[config.mk]
export PLATFORM = sky130hd
export DESIGN_NAME = decode_stage_flat
export DESIGN_NICKNAME = d
export VERILOG_FILES = /design/src/rtl/decode_stage_if.sv /design/src/rtl/decode_stage.sv /design/src/flat_wrapper.sv
export SDC_FILE = /design/constraint.sdc
export NUM_CORES = 1
export LEC_CHECK = 0
export CORE_MARGIN = 5
export CORE_UTILIZATION = 45
export DETAILED_ROUTE_END_ITERATION = 8
export HOLD_SLACK_MARGIN = 0.05
export SETUP_SLACK_MARGIN = 0.2
export SLEW_MARGIN = 20
export SYNTH_ARGS = -nofsm -noshare
export SYNTH_HDL_FRONTEND = slang
export SYNTH_SLANG_ARGS = --single-unit
[constraint.sdc]
create_clock -name clk -period 6.5 [get_ports clk]
set_clock_uncertainty 0.2 [all_clocks]
set_input_delay 0.65 -clock clk [delete_from_list [all_inputs] [get_ports clk]]
set_output_delay 0.65 -clock clk [all_outputs]
set_load 0.01 [all_outputs]
[src/rtl/decode_stage_if.sv]
// Handshake and data bundle between decode_stage and its neighbours:
// upstream fetch, writeback and the execute ALU.
interface decode_stage_if #(
    parameter int XLEN   = 19,
    parameter int REG_AW = 3
);
    logic              instr_valid_i;
    logic [XLEN-1:0]   instr_i;
    logic              instr_ready_o;

    logic              wb_en_i;
    logic [REG_AW-1:0] wb_addr_i;
    logic [XLEN-1:0]   wb_data_i;

    logic              dec_valid_o;
    logic              dec_ready_i;
    logic [XLEN-1:0]   opr_a_o;
    logic [XLEN-1:0]   opr_b_o;
    logic [3:0]        op_sel_o;
    logic [REG_AW-1:0] rd_addr_o;
    logic              rd_we_o;

    // Decode stage side.
    modport slave (
        input  instr_valid_i, instr_i,
        output instr_ready_o,
        input  wb_en_i, wb_addr_i, wb_data_i,
        output dec_valid_o,
        input  dec_ready_i,
        output opr_a_o, opr_b_o, op_sel_o, rd_addr_o, rd_we_o
    );

    // Environment side: fetch, writeback and execute.
    modport master (
        output instr_valid_i, instr_i,
        input  instr_ready_o,
        output wb_en_i, wb_addr_i, wb_data_i,
        input  dec_valid_o,
        output dec_ready_i,
        input  opr_a_o, opr_b_o, op_sel_o, rd_addr_o, rd_we_o
    );
endinterface

[src/rtl/decode_stage.sv]
// Decode stage: register file with writeback bypass, busy-bit scoreboard for
// RAW/WAW stalls, and a registered valid/ready bundle towards execute.
module decode_stage #(
    parameter int XLEN     = 19,
    parameter int NUM_REGS = 8,
    parameter int REG_AW   = 3
) (
    input  logic          clk,
    input  logic          reset,
    decode_stage_if.slave bus
);

    logic [3:0]        op;
    logic [REG_AW-1:0] rd;
    logic [REG_AW-1:0] rs1;
    logic [REG_AW-1:0] rs2;
    logic              imm_sel;
    logic [4:0]        imm5;

    assign op      = bus.instr_i[18:15];
    assign rd      = bus.instr_i[14:12];
    assign rs1     = bus.instr_i[11:9];
    assign rs2     = bus.instr_i[8:6];
    assign imm_sel = bus.instr_i[5];
    assign imm5    = bus.instr_i[4:0];

    logic [XLEN-1:0]     regs [NUM_REGS];
    logic [NUM_REGS-1:0] busy;
    logic [NUM_REGS-1:0] busy_next;
    logic [NUM_REGS-1:0] clr_mask;
    logic [NUM_REGS-1:0] set_mask;
    logic [NUM_REGS-1:0] busy_eff;
    logic                wb_fire;
    logic                hazard;
    logic                ready;
    logic                accept;
    logic [XLEN-1:0]     rd_a;
    logic [XLEN-1:0]     rd_b;

    // Writeback is ignored while reset is held.
    assign wb_fire = bus.wb_en_i && !reset;

    function automatic logic [XLEN-1:0] read_reg(input logic [REG_AW-1:0] src);
        if (src == '0)
            return '0;
        else if (wb_fire && bus.wb_addr_i == src)
            return bus.wb_data_i;
        else
            return regs[src];
    endfunction

    // NOTE: every always_comb output gets a default first so no path leaves it
    // unassigned, which would otherwise infer a latch.
    always_comb begin
        clr_mask = '0;
        set_mask = '0;
        if (wb_fire)
            clr_mask = NUM_REGS'(1) << bus.wb_addr_i;
        if (accept && rd != '0)
            set_mask = NUM_REGS'(1) << rd;
        busy_eff  = busy & ~clr_mask;
        busy_next = (busy_eff | set_mask) & ~NUM_REGS'(1);
    end

    // A register being released by writeback this cycle no longer blocks.
    assign hazard = busy_eff[rs1] || (busy_eff[rs2] && !imm_sel) || busy_eff[rd];
    assign ready  = !reset && !hazard && (!bus.dec_valid_o || bus.dec_ready_i);
    assign accept = bus.instr_valid_i && ready;
    assign bus.instr_ready_o = ready;

    assign rd_a = read_reg(rs1);
    assign rd_b = imm_sel ? {{(XLEN-5){imm5[4]}}, imm5} : read_reg(rs2);

    // NOTE: the register file is reset like any other state because reads of
    // a just-reset register must return zero, not stale data.
    always_ff @(posedge clk) begin
        if (reset) begin
            for (int i = 0; i < NUM_REGS; i++)
                regs[i] <= '0;
        end else if (bus.wb_en_i && bus.wb_addr_i != '0) begin
            regs[bus.wb_addr_i] <= bus.wb_data_i;
        end
    end

    // NOTE: sequential state uses non-blocking assignments so every flop
    // samples pre-edge values regardless of statement order.
    always_ff @(posedge clk) begin
        if (reset)
            busy <= '0;
        else
            busy <= busy_next;
    end

    always_ff @(posedge clk) begin
        if (reset) begin
            bus.dec_valid_o <= 1'b0;
            bus.opr_a_o     <= '0;
            bus.opr_b_o     <= '0;
            bus.op_sel_o    <= '0;
            bus.rd_addr_o   <= '0;
            bus.rd_we_o     <= 1'b0;
        end else if (accept) begin
            bus.dec_valid_o <= 1'b1;
            bus.opr_a_o     <= rd_a;
            bus.opr_b_o     <= rd_b;
            bus.op_sel_o    <= op;
            bus.rd_addr_o   <= rd;
            bus.rd_we_o     <= (rd != '0);
        end else if (bus.dec_ready_i) begin
            // Bundle consumed with nothing new: drop valid, keep data.
            bus.dec_valid_o <= 1'b0;
        end
    end

endmodule
[src/flat_wrapper.sv]
// flat-port wrapper written by rule: the top's interface ports become plain ports
module decode_stage_flat 
#(
    parameter int XLEN     = 19,
    parameter int NUM_REGS = 8,
    parameter int REG_AW   = 3
)
  (clk, reset, bus_instr_valid_i, bus_instr_i, bus_instr_ready_o, bus_wb_en_i, bus_wb_addr_i, bus_wb_data_i, bus_dec_valid_o, bus_dec_ready_i, bus_opr_a_o, bus_opr_b_o, bus_op_sel_o, bus_rd_addr_o, bus_rd_we_o);
  decode_stage_if #(.XLEN(XLEN), .REG_AW(REG_AW)) bus_i ();
  input  logic clk;
  input  logic reset;
  input wire logic [$bits(bus_i.instr_valid_i)-1:0] bus_instr_valid_i;
  input wire logic [$bits(bus_i.instr_i)-1:0] bus_instr_i;
  output wire logic [$bits(bus_i.instr_ready_o)-1:0] bus_instr_ready_o;
  input wire logic [$bits(bus_i.wb_en_i)-1:0] bus_wb_en_i;
  input wire logic [$bits(bus_i.wb_addr_i)-1:0] bus_wb_addr_i;
  input wire logic [$bits(bus_i.wb_data_i)-1:0] bus_wb_data_i;
  output wire logic [$bits(bus_i.dec_valid_o)-1:0] bus_dec_valid_o;
  input wire logic [$bits(bus_i.dec_ready_i)-1:0] bus_dec_ready_i;
  output wire logic [$bits(bus_i.opr_a_o)-1:0] bus_opr_a_o;
  output wire logic [$bits(bus_i.opr_b_o)-1:0] bus_opr_b_o;
  output wire logic [$bits(bus_i.op_sel_o)-1:0] bus_op_sel_o;
  output wire logic [$bits(bus_i.rd_addr_o)-1:0] bus_rd_addr_o;
  output wire logic [$bits(bus_i.rd_we_o)-1:0] bus_rd_we_o;
  assign bus_i.instr_valid_i = bus_instr_valid_i;
  assign bus_i.instr_i = bus_instr_i;
  assign bus_instr_ready_o = bus_i.instr_ready_o;
  assign bus_i.wb_en_i = bus_wb_en_i;
  assign bus_i.wb_addr_i = bus_wb_addr_i;
  assign bus_i.wb_data_i = bus_wb_data_i;
  assign bus_dec_valid_o = bus_i.dec_valid_o;
  assign bus_i.dec_ready_i = bus_dec_ready_i;
  assign bus_opr_a_o = bus_i.opr_a_o;
  assign bus_opr_b_o = bus_i.opr_b_o;
  assign bus_op_sel_o = bus_i.op_sel_o;
  assign bus_rd_addr_o = bus_i.rd_addr_o;
  assign bus_rd_we_o = bus_i.rd_we_o;
  decode_stage #(.XLEN(XLEN), .NUM_REGS(NUM_REGS), .REG_AW(REG_AW)) u_core (.clk(clk), .reset(reset), .bus(bus_i));
endmodule
# --- Yosys cells after proc, flatten, opt, wreduce, memory -nomap -nowiden ---
# Memories as Yosys holds them, arrays and structs flattened.
# Index checks and enable logic that the tools add are counted.
# W data, S select, Z words.
word_totals:
  ram_bits: 152
  output_inout_bits: 48
  register_bits: 55
  input_bits: 46
  elab_cells: 64
  mem_count: 1
mem_list:
  columns: ["memory", "words", "width", "rd", "rd_clocked_by_memory_dff", "write_ports", "line", "rtl"]
  rows:
  - ["u_core.regs", 8, 19, 2, 0, 8, "decode_stage.sv:27", "logic [XLEN-1:0] regs [NUM_REGS];"]
classes:
  reduce_logical: 22
  eq_ne: 2
  n_shift: 2
  magnitude_cmp: 3
  bitwise_logic: 3
  n_mux: 23
ops:
  columns: ["operator", "count"]
  rows:
  - ["$mux W19", 6]
  - ["$reduce_or A19 Y1", 1]
  - ["$mux W8", 2]
  - ["$shl A1 B3 Y8 const A", 2]
  - ["$lt A3 B4 Y1 const B", 3]
  - ["$mux W1", 11]
  - ["$bmux W1 S3", 3]
  - ["$logic_and A1 B1 Y1", 9]
  - ["$and A8 B8 Y8", 1]
  - ["$not A8 Y8", 1]
  - ["$or A8 B8 Y8", 1]
  - ["$eq A3 B3 Y1", 2]
  - ["$logic_not A3 Y1", 2]
  - ["$reduce_bool A3 Y1", 2]
  - ["$logic_not A1 Y1", 4]
  - ["$logic_or A1 B1 Y1", 3]
  - ["$mux W3", 1]
  - ["$reduce_bool A2 Y1", 1]

# --- Longest topological paths before layout ---
depth:
  word_depth: 17
  mapped_depth: 10
  ltp_nobuf: 6

# --- Worst setup path before layout ---
# No wires, ideal clock.
synth_timing:
  path_type: "input -> output"
  from: "input port bus_wb_addr_i[0]"
  to: "output port bus_instr_ready_o"
  t_arrival_ps: 2086
  path_stages: 7
  slack_ps: 3564
  n_path_buf: 2
  t_required_ps: 5650
  path_cell_list: "buf_2 -> or3b_1 -> buf_2 -> o211ai_1 -> a21oi_1 -> nor3_2 -> o311a_1"
synth_via:
  elab_chain_len: 12
  elab_cells_between_ends: 16
  classes_between: "shift (1); mux (7); bitwise (2); reduce/logical (6)"
synth_rtl:
  columns: ["item", "line", "rtl"]
  rows:
  - ["from (decl)", "flat_wrapper.sv:16", "input wire logic [$bits(bus_i.wb_addr_i)-1:0] bus_wb_addr_i;"]
  - ["$shl A1 B3 Y8 *", "decode_stage.sv:58", "clr_mask = NUM_REGS'(1) << bus.wb_addr_i;"]
  - ["$mux W8 *", "decode_stage.sv:57", "if (wb_fire)"]
  - ["$not A8 Y8 *", "decode_stage.sv:61", "busy_eff = busy & ~clr_mask;"]
  - ["$and A8 B8 Y8 *", "decode_stage.sv:61", null]
  - ["$bmux W1 S3", "decode_stage.sv:66", "assign hazard = busy_eff[rs1] || (busy_eff[rs2] && !imm_sel) || busy_eff[rd];"]
  - ["$mux W1 (implied by the code)", "decode_stage.sv:66", null]
  - ["$logic_and A1 B1 Y1", "decode_stage.sv:66", null]
  - ["$logic_or A1 B1 Y1", "decode_stage.sv:66", null]
  - ["$logic_or A1 B1 Y1 *", "decode_stage.sv:66", null]
  - ["$logic_not A1 Y1 *", "decode_stage.sv:67", "assign ready = !reset && !hazard && (!bus.dec_valid_o || bus.dec_ready_i);"]
  - ["$logic_and A1 B1 Y1 * (2 in a row)", "decode_stage.sv:67", null]
  - ["to (decl)", "flat_wrapper.sv:14", "output wire logic [$bits(bus_i.instr_ready_o)-1:0] bus_instr_ready_o;"]
# Mark *: on every way between the ends. The rest lies on a longest branch, timed or not. The select of a mux whose other input is x is not followed.

# --- Final worst setup path ---
layout_timing:
  from: "input port reset"
  to: "output port bus_instr_ready_o"
layout_via:
  elab_chain_len: 13
  elab_cells_between_ends: 17
  classes_between: "mux (7); bitwise (2); reduce/logical (8)"
layout_rtl:
  columns: ["item", "line", "rtl"]
  rows:
  - ["from (decl)", "flat_wrapper.sv:11", "input logic reset;"]
  - ["$logic_not A1 Y1 *", "decode_stage.sv:41, decode_stage.sv:67", null]
  - ["$logic_and A1 B1 Y1", "decode_stage.sv:41", "assign wb_fire = bus.wb_en_i && !reset;"]
  - ["$mux W8", "decode_stage.sv:57", null]
  - ["$not A8 Y8", "decode_stage.sv:61", null]
  - ["$and A8 B8 Y8", "decode_stage.sv:61", null]
  - ["$bmux W1 S3", "decode_stage.sv:66", null]
  - ["$mux W1 (implied by the code)", "decode_stage.sv:66", null]
  - ["$logic_and A1 B1 Y1", "decode_stage.sv:66", null]
  - ["$logic_or A1 B1 Y1 (2 in a row)", "decode_stage.sv:66", null]
  - ["$logic_not A1 Y1", "decode_stage.sv:67", null]
  - ["$logic_and A1 B1 Y1 * (2 in a row)", "decode_stage.sv:67", null]
# Marked as above.

==> Flow_metrics.wiki <==
{| class="wikitable"
! Metric !! Value
|-
| Status || finished, final reports clean
|-
| Cts hold-fix bufs || 0
|-
| Max IR drop VDD || 167 uV
|-
| Number of distinct standard cells referenced by the synthesized netlist || 56
|-
| Wire length of the first global-routing pass || 48300 um
|-
| Number of vias per cell || 5.85
|-
| Endpoint class of the critical path || output pin
|-
| Final design instance area without fill || 0.0128 sq mm
|-
| Placed cell count || 1268
|-
| CTS buffer count || 23
|-
| # clock sinks || 206
|-
| Ports || 94
|-
| RD Place Congestion || 0.830
|-
| Leakage power figure || 5.08 nW
|-
| Least setup slack across all paths after layout || 2.09 ns
|-
| Die Span X || 166 um
|-
| Number of nets with antenna violations after detailed routing || 0
|-
| Clock-pin slew on the worst setup and hold paths || 0.06 ns
|-
| Area after DPL || 0.0121 sq mm
|-
| Ratio of cells with drive above 1 in the final layout || 14.0%
|-
| Number of violations of the max-capacitance limit || 0
|-
| Total Routed Length || 32900 um
|-
| Site Rows || 57
|-
| Port bufs || 93
|-
| Worst-Skew Late Latency || 0.51 ns
|-
| Post-route setup TNS || 0 ns
|-
| Actual slew at the worst max-slew pin || 1.04 ns
|-
| Clock Tree Root || sky130_fd_sc_hd__clkbuf_16
|-
| Die area || 0.0274 sq mm
|-
| Number of antenna violations at the first check in global routing || 0
|-
| Critical setup path kind || input pin to output pin
|-
| Via total after detailed routing || 7658
|-
| Pin count of the biggest net entering global routing || 54
|-
| Relative slew margins || 30.5%
|-
| Final Cycle Share || 67.8%
|-
| Min-delay worst type || register to register
|-
| Total number of yosys warnings || 0
|-
| Detailed Place HPWL || 19400 um
|-
| Floorplan die height || 166 um
|-
| Largest cells by area after synthesis || sky130_fd_sc_hd__edfxtp_1 42%, sky130_fd_sc_hd__dfxtp_1 9.9%, sky130_fd_sc_hd__mux4_2 8.3%
|-
| Finished Layout Cells || 1309
|-
| Type of origin of the critical path || input pin
|-
| CP arrival || 3.56 ns
|-
| Commonest cells after routing, fill and taps aside || 152 x sky130_fd_sc_hd__edfxtp_1, 88 x sky130_fd_sc_hd__clkdlybuf4s50_1, 82 x sky130_fd_sc_hd__mux2i_1, 77 x sky130_fd_sc_hd__and2_1, 60 x sky130_fd_sc_hd__nand2_1
|-
| PostCTS Resize Cnt || 0
|-
| RSZ-0062 raised after global routing || false
|-
| Layout Area Growth over Synthesis || 17.7%
|-
| DRT Pass-1 Iters || 5
|-
| Highest fanout seen on the critical path || 53
|-
| Via count of the first global-routing pass || 7597
|-
| Total global routing track utilization || 23.7%
|-
| Sequential cell area fraction in the yosys report || 51.8%
|-
| Number of nets in the layout || 1015
|-
| Final hold vios || 0
|-
| Leading cell type in the layout, fill and taps excluded || sky130_fd_sc_hd__edfxtp_1
|-
| Maximum clock rate || 227 MHz
|-
| Predominant post-synthesis flop cell || sky130_fd_sc_hd__edfxtp_1
|-
| Maximum buffer depth of the clock tree || 3
|-
| Post-synthesis cell type with the largest combined area || sky130_fd_sc_hd__edfxtp_1
|-
| Critical path data required time || 5.65 ns
|-
| Power density of the placed cells || 253 mW/mm^2
|-
| Post-Syn Instances || 894
|-
| TritonCTS clock tree || done
|-
| Worst setup timing slack at the placement stage || 1.99 ns
|-
| Number of synthesized flops with an enable pin || 152
|-
| Post-CTS setup repair buffer count || 0
|-
| Wire per inst || 25.1 um
|-
| Final slew viol count || 0
|-
| Area of the core region || 0.0241 sq mm
|-
| CTS H-tree depth || 1
|-
| Detailed Route Iter0 Violations || 814
|-
| Smallest hold slack || 0.274 ns
|-
| Number of design rule violations left after detail routing || 0
|-
| Mean instance size in the synthesized netlist || 12.2 sq um
|-
| Fraction of registers with async set or reset after synthesis || 0%
|-
| Top cell type's share of synthesized area || 41.9%
|-
| Total grt overflow || 0
|-
| Starting density of the core || 45.2%
|-
| Area of the mapped netlist || 0.0109 sq mm
|-
| Flop and latch count out of synthesis || 206
|-
| Count of inserted antenna diode cells || 0
|-
| Clock period minus final worst setup slack || 4.41 ns
|-
| Final setup violation count || 0
|}
[metrics by stage]
step | power (W) | utilization, %
after global placement | 0.00200 | 50.2
final | 0.00324 | 53.2
after detailed placement | 0.00201 | 50.2
after floorplan | 0.00182 | -
after CTS | 0.00325 | 53.2
after global routing | 0.00335 | 53.2
[cell families (layout without fill, tap and decap cells)]
family	after synthesis	count (layout)	share of synthesized area [%]
simple gates	328	328	16.9
flops	206	206	51.8
mux	142	142	18.4
compound gates	117	117	8.63
buf+inv	93	166	3.57
xor+xnor	7	7	0.563
other cells	1	19	0.0344
[worst paths after layout]
path | from | end | slack, ns | cells after the start
setup / recovery | reset | bus_instr_ready_o | 2.09 | 8
hold / removal | u_core.bus.rd_addr_o[1]$_SDFFE_PP0P_ | u_core.bus.rd_addr_o[1]$_SDFFE_PP0P_ | 0.27 | 2
setup reg to reg | u_core.busy[7]$_SDFF_PP0_ | u_core.bus.opr_a_o[3]$_SDFFE_PP0P_ | 3.60 | 7
hold reg to reg | u_core.bus.rd_addr_o[1]$_SDFFE_PP0P_ | u_core.bus.rd_addr_o[1]$_SDFFE_PP0P_ | 0.27 | 2
[synth_stat cells (3+ instances only)]
cell	n
sky130_fd_sc_hd__a211oi_1	19
sky130_fd_sc_hd__a21oi_1	8
sky130_fd_sc_hd__a221oi_1	4
sky130_fd_sc_hd__and2_1	77
sky130_fd_sc_hd__and3_1	57
sky130_fd_sc_hd__buf_1	6
sky130_fd_sc_hd__buf_2	14
sky130_fd_sc_hd__clkbuf_1	60
sky130_fd_sc_hd__dfxtp_1	54
sky130_fd_sc_hd__edfxtp_1	152
sky130_fd_sc_hd__inv_1	9
sky130_fd_sc_hd__mux2_2	4
sky130_fd_sc_hd__mux2_4	16
sky130_fd_sc_hd__mux2i_1	82
sky130_fd_sc_hd__mux4_2	40
sky130_fd_sc_hd__nand2_1	60
sky130_fd_sc_hd__nand2b_1	34
sky130_fd_sc_hd__nand3_1	17
sky130_fd_sc_hd__nand3b_1	3
sky130_fd_sc_hd__nand4_1	4
sky130_fd_sc_hd__nor2_1	29
sky130_fd_sc_hd__nor2b_1	25
sky130_fd_sc_hd__nor3_1	5
sky130_fd_sc_hd__nor3b_1	3
sky130_fd_sc_hd__o2111ai_1	3
sky130_fd_sc_hd__o211a_1	17
sky130_fd_sc_hd__o211ai_1	26
sky130_fd_sc_hd__o21ai_0	6
sky130_fd_sc_hd__o221a_2	4
sky130_fd_sc_hd__o221ai_1	13
sky130_fd_sc_hd__o22ai_1	4
sky130_fd_sc_hd__or2_2	6
sky130_fd_sc_hd__xnor2_1	7
[sequential cells by signal (all words and copies together), names as in the netlist]
name                    flops
u_core.regs               152
u_core.bus.opr_a_o         19
u_core.bus.opr_b_o         19
u_core.busy                 7
u_core.bus.op_sel_o         4
u_core.bus.rd_addr_o        3
u_core.bus.dec_valid_o      1
u_core.bus.rd_we_o          1
[routing by layer]
metal | global-route usage [%] | wire (um) | up-vias
li1 | - | - | 3493
met1 | 35.4 | 14800 | 3773
met2 | 36.3 | 14800 | 339
met3 | 3.40 | 2610 | 53
met4 | 6.45 | 692 | 0
met5 | 0 | 0 | -
[final cells by class]
| class | count | area (sq um) |
|---|---|---|
| clock buffers | 34 | 657 |
| multi-input cells | 613 | 4940 |
| fillers | 2119 | 11300 |
| well taps | 324 | 405 |
| inverters | 9 | 33.8 |
| clock inverters | 7 | 60.1 |
| repair buffers | 116 | 1080 |
| flip-flops and latches | 206 | 5650 |
[worst max-delay path: stages]
cell and delay, ns:
sky130_fd_sc_hd__buf_2 0.59, sky130_fd_sc_hd__buf_4 0.57, sky130_fd_sc_hd__nor2b_1 0.17, sky130_fd_sc_hd__nand4_1 0.11
sky130_fd_sc_hd__or3b_2 0.45, sky130_fd_sc_hd__a22o_1 0.29, sky130_fd_sc_hd__o311a_1 0.16, sky130_fd_sc_hd__clkdlybuf4s50_1 0.49
[report_power, final]
group          total, W  switching (W)  internal [W]
Clock           0.00125       0.000519      0.000736
Combinational  0.000444       0.000244      0.000200
Sequential      0.00154      0.0000429       0.00150
Total           0.00324       0.000807       0.00243
Power figures use the tool's default switching activity.
